==> src/rtl/fb_rect_fill.sv <==
// fb_rect_fill: clipped rectangle fill emitting one {x,y} RAM write per clock in raster order.
// Define FILL_VBLANK_ONLY_EN to restrict writes to vblank cycles.
module fb_rect_fill #(
  parameter int H_RES   = 640,
  parameter int V_RES   = 480,
  parameter int COLOR_W = 12
) (
  input  logic               clk,
  input  logic               reset,
  input  logic               cmd_valid,
  output logic               cmd_ready,
  input  logic [9:0]         cmd_x0,
  input  logic [8:0]         cmd_y0,
  input  logic [9:0]         cmd_w,
  input  logic [8:0]         cmd_h,
  input  logic [COLOR_W-1:0] cmd_color,
  input  logic               vblank,
  output logic               wr_en,
  output logic [18:0]        wr_addr,
  output logic [COLOR_W-1:0] wr_data,
  output logic               busy,
  output logic               done
);
  typedef enum logic [1:0] {IDLE, CLIP, FILL, DONE} state_t;
  localparam logic [10:0] HL = 11'(H_RES);
  localparam logic [9:0]  VL = 10'(V_RES);
  state_t state_q, state_d;
  logic [9:0] x0_q, x0_d, w_q, w_d, x_q, x_d;
  logic [8:0] y0_q, y0_d, h_q, h_d, y_q, y_d;
  logic [10:0] x_end_q, x_end_d, x_sum;
  logic [9:0] y_end_q, y_end_d, y_sum;
  logic [COLOR_W-1:0] col_q, col_d, data_q, data_d;
  logic gate, noop, last_x, last_y, step;
`ifdef FILL_VBLANK_ONLY_EN
  assign gate = vblank;
`else
  logic vblank_unused;
  assign vblank_unused = vblank;
  assign gate = 1'b1;
`endif
  assign x_sum  = {1'b0, x0_q} + {1'b0, w_q};
  assign y_sum  = {1'b0, y0_q} + {1'b0, h_q};
  assign noop   = w_q == '0 || h_q == '0 || {1'b0, x0_q} >= HL || {1'b0, y0_q} >= VL;
  assign last_x = {1'b0, x_q} == x_end_q - 11'd1;
  assign last_y = {1'b0, y_q} == y_end_q - 10'd1;
  assign step   = state_q == FILL && gate;
  assign cmd_ready = state_q == IDLE && !reset;
  assign busy    = state_q != IDLE;
  assign done    = state_q == DONE;
  assign wr_en   = step;
  assign wr_addr = {x_q, y_q};
  assign wr_data = data_q;
  always_comb begin
    state_d = state_q;
    x0_d = x0_q;
    y0_d = y0_q;
    w_d = w_q;
    h_d = h_q;
    col_d = col_q;
    x_d = x_q;
    y_d = y_q;
    x_end_d = x_end_q;
    y_end_d = y_end_q;
    data_d = data_q;
    case (state_q)
      IDLE: if (cmd_valid) begin
        x0_d = cmd_x0;
        y0_d = cmd_y0;
        w_d = cmd_w;
        h_d = cmd_h;
        col_d = cmd_color;
        state_d = CLIP;
      end
      CLIP: begin
        x_end_d = x_sum > HL ? HL : x_sum;
        y_end_d = y_sum > VL ? VL : y_sum;
        state_d = noop ? DONE : FILL;
        if (!noop) begin
          x_d = x0_q;
          y_d = y0_q;
          data_d = col_q;
        end
      end
      FILL: if (step) begin
        // x/y stay on the final pixel so the address holds after the fill
        state_d = last_x && last_y ? DONE : FILL;
        x_d = last_x ? (last_y ? x_q : x0_q) : x_q + 10'd1;
        y_d = last_x && !last_y ? y_q + 9'd1 : y_q;
      end
      default: state_d = IDLE;
    endcase
  end
  always_ff @(posedge clk or posedge reset) begin
    if (reset) begin
      state_q <= IDLE;
      x0_q <= '0;
      y0_q <= '0;
      w_q <= '0;
      h_q <= '0;
      col_q <= '0;
      x_q <= '0;
      y_q <= '0;
      x_end_q <= '0;
      y_end_q <= '0;
      data_q <= '0;
    end else begin
      state_q <= state_d;
      x0_q <= x0_d;
      y0_q <= y0_d;
      w_q <= w_d;
      h_q <= h_d;
      col_q <= col_d;
      x_q <= x_d;
      y_q <= y_d;
      x_end_q <= x_end_d;
      y_end_q <= y_end_d;
      data_q <= data_d;
    end
  end
endmodule

==> config.mk <==
export PLATFORM = sky130hd
export DESIGN_NAME = fb_rect_fill
export DESIGN_NICKNAME = d
export VERILOG_FILES = /design/src/rtl/fb_rect_fill.sv
export SDC_FILE = /design/constraint.sdc
export NUM_CORES = 1
export LEC_CHECK = 0
export BUFFER_PORTS_ARGS = -buffer_cell sky130_fd_sc_hd__buf_4
export CAP_MARGIN = 10
export CORE_MARGIN = 2
export CORE_UTILIZATION = 25
export DETAILED_ROUTE_END_ITERATION = 6
export GPL_ROUTABILITY_DRIVEN = 0
export SLEW_MARGIN = 5
export SYNTH_ARGS = -nofsm -noshare
export SYNTH_HDL_FRONTEND = slang
export SYNTH_SLANG_ARGS = --single-unit
==> constraint.sdc <==
create_clock -name clk -period 3.9 [get_ports clk]
set_input_delay 0.585 -clock clk [delete_from_list [all_inputs] [get_ports clk]]
set_output_delay 0.585 -clock clk [all_outputs]
set_load 0.03 [all_outputs]
==> results.md <==
- Max VDD drop: 476.0 uV
- Number of cell rows: 57
- Measured slew at the worst slew-check pin: 773.3 ps
- RSZ-0062 raised after global routing: false
- CP Launch Type: flip-flop
- DR vias: 4814
- Top FF cell, synth: dfrtp_1
- Post-synthesis compound-gate area fraction: 17.41%
- Cell variety after synth: 77
- Fin crit period: 3142 ps
- Share of the synthesized area in the top cell type: 42.21%
- Core area: 0.02425 mm2
- Pin count of the biggest net entering global routing: 64
- Power per cell area: 1013 mW/mm2
- CP arrival: 3380 ps
- Max Freq: 0.3183 GHz
- Post-route setup TNS: 0 ps
- Fill cell count: 2528
- Routed Antenna Nets: 0
- Setup CP Type: flip-flop to flip-flop
- Dpl hpwl: 12120 um
- Crit path largest cell delay: 510 ps
- Die width: 161.0 um
- Crit path max-delay family: compound AO/OA/AOI/OAI gates
- Clock Pin Slew Worst Setup and Hold Paths: 70 ps
- Syn Std Cell Area: 0.006166 mm2
- Fin. Hold Viols: 0
- CTS Sinks: 104
- First-pass GRT wire length: 25850 um
- Largest family of logic cells by synthesized area: compound AO/OA/AOI/OAI gates
- Clock Latency Late Sink: 360 ps
- Clock skew: 14.19 ps
- Initial DRC count: 270
- HP Class: input pin to async pin
- IO Pins: 89
- P&R area growth vs syn: 21.57%
- Vias in the first global route: 4801
- Crit-path slowest cell: o31ai_4
- Final wirelength: 16010 um
- Largest cells by area after synthesis: dfrtp_1 (42%), mux2_2 (12%), ha_1 (5.5%), xor2_1 (2.6%), a21oi_1 (2.1%)
- Port Buffer Count: 87
- Synthesized flop and latch total: 104
- Vias per std cell: 4.843
- Critical Path RT: 4140 ps
- Area of the multi-input gates: 0.003327 mm2
- WP buf/inv: 2
- Mux contribution to synthesized area: 12.01%
- Post-CTS setup buffers: 0
- Share of cells above drive strength 1: 28.66%
- Cells after Synth: 582
- TritonCTS buffer count: 9
- Post-CTS sizing: 0
- Seq/Total Area, Yosys: 42.21%
- Final-stage net count: 748
- Synth area leader: dfrtp_1
- Post-CTS Hold Buffers: 0
- Initial antenna violation count: 0
- Die Y-Extent: 161.0 um
- DP Area: 0.007183 mm2
- FF/Latch Area: 0.002603 mm2
- Initial Utilization: 25.43%
- Clock Tree Buf Depth: 2
- First-pass DRT Iterations: 4
- Root buffer cell: clkbuf_16
- Avg Cell Area, Syn: 10.59 um2
- Outcome: finished, final reports clean
- CP cell instances: inv_1 > ha_1 > nor2b_1 > or3_1 > a31oi_1 > nand3_1 > o31ai_4 > buf_4 > o221ai_1 > a221o_1
- Final Cycle Share: 80.56%
- LEAKAGE: 3.170 nW
- Async S/R FF share, synth: 100.0%
- Count of pins over their slew limit: 0
- Synth Net Count: 665
- Antenna Diode Count: 0
- Final setup fails: 0
- Adder-cell share of the synthesized area: 6.128%
- EDFF count, synth: 0
- H-tree depth: 3
- # DRC: 0
- Synth Area in Simple Gates: 14.39%
- Total grt overflow: 0
- Max-cap viol count: 0
- DR WL/cell: 16.11 um
- Final Cell Area: 0.007496 mm2
- CTS tree: yes
- Synth Area in XOR/XNOR: 3.977%
- Global Route Usage Sum: 12.55%
- Worst Setup End Kind: flip-flop
- Yosys warnings: 0
- CP max FO: 10
- DIE AREA: 0.02594 mm2
- Worst slew margin: 48.26%
[registers in the layout (all words and copies together), names as in the netlist, 10 cells and up]
register	count
col_q	12
wr_data	12
x_end_q	11
w_q	10
x0_q	10
x_q	10
y_end_q	10
[cell type report]
cell class              count  share of cell area [%]
well taps                 324                   5.408
multi-input cells         424                   44.38
inverters                  30                   1.536
flip-flops and latches    104                   34.72
repair buffers             96                   9.781
clock inverters             7                   1.168
clock buffers               9                   3.005
[placed cells by master (no fill, tap or decap), drive strengths merged, types with 9 or more instances in the layout]
cell,n
inv,32
ha,27
xor2,18
a21oi,26
dfrtp,104
nor2,24
mux2,64
o22ai,10
nor3,20
nand2,21
clkbuf,9
nand3,20
buf,96
xnor2,10
o21ai,22
o21a,9
[final timing paths]
| path | from | endpoint | slack [ps] | depth (start not counted) |
|---|---|---|---|---|
| min in group clk | cmd_y0[3] | y0_q[3] | 450 | 2 |
| max | x_end_q[0] | x_q[2] | 760 | 10 |
| max reg2reg | x_end_q[0] | x_q[2] | 760 | 10 |
| max in group asynchronous | reset | col_q[3] | 2880 | 3 |
| min reg2reg | col_q[7] | wr_data[7] | 500 | 1 |
| min | reset | wr_data[11] | 290 | 2 |
[cells in the mapped netlist (6+ instances only)]
master / count
o21ai_0: 19
and3_1: 8
or3_1: 8
a21o_1: 8
nand3_1: 19
inv_1: 29
nand2_1: 21
a31oi_1: 7
or4_1: 6
o21a_1: 9
clkbuf_1: 10
xor2_1: 18
dfrtp_1: 104
nor2b_1: 6
buf_1: 6
nor3_1: 20
xnor2_1: 10
a21oi_1: 26
ha_1: 27
mux2_2: 63
nor2_1: 23
nor4_1: 7
nand4_1: 8
o22ai_1: 10
[layer usage]
metal / GRT usage (%) / wire length (um)
met5: 0 / 0
met4: 3.734 / 232
met3: 2.979 / 836
met2: 19.64 / 7131
met1: 17.26 / 7811
[kinds of logic (layout without fill, tap and decap cells)]
group                    after synthesis  count (layout)
XOR/XNOR                              28              28
AND/OR/NAND/NOR                      156             156
adder cells (fa/ha/maj)               29              29
buffers and inverters                 54             142
multiplexers                          66              66
flip-flops                           104             104
AO/OA/AOI/OAI                        145             145
[power by group]
group | internal, mW | switching [mW]
clock | 0.511 | 0.444
sequential | 1.61 | 0.672
combinational | 1.98 | 2.37
total | 4.10 | 3.49
[stage by stage]
step	hold WS, ps	util, %	setup slack, ps	power, mW	std cells
after floorplan	474.9	-	582.8	5.431	582
after global placement	481.9	29.62	806.4	6.588	978
after detailed placement	490.0	29.62	778.0	6.662	978
after CTS	316.1	30.91	760.2	7.661	994
after global routing	338.1	30.91	532.2	8.240	994
final	292.3	30.91	758.3	7.590	994
Note: power is estimated with default switching activity, not from simulation.
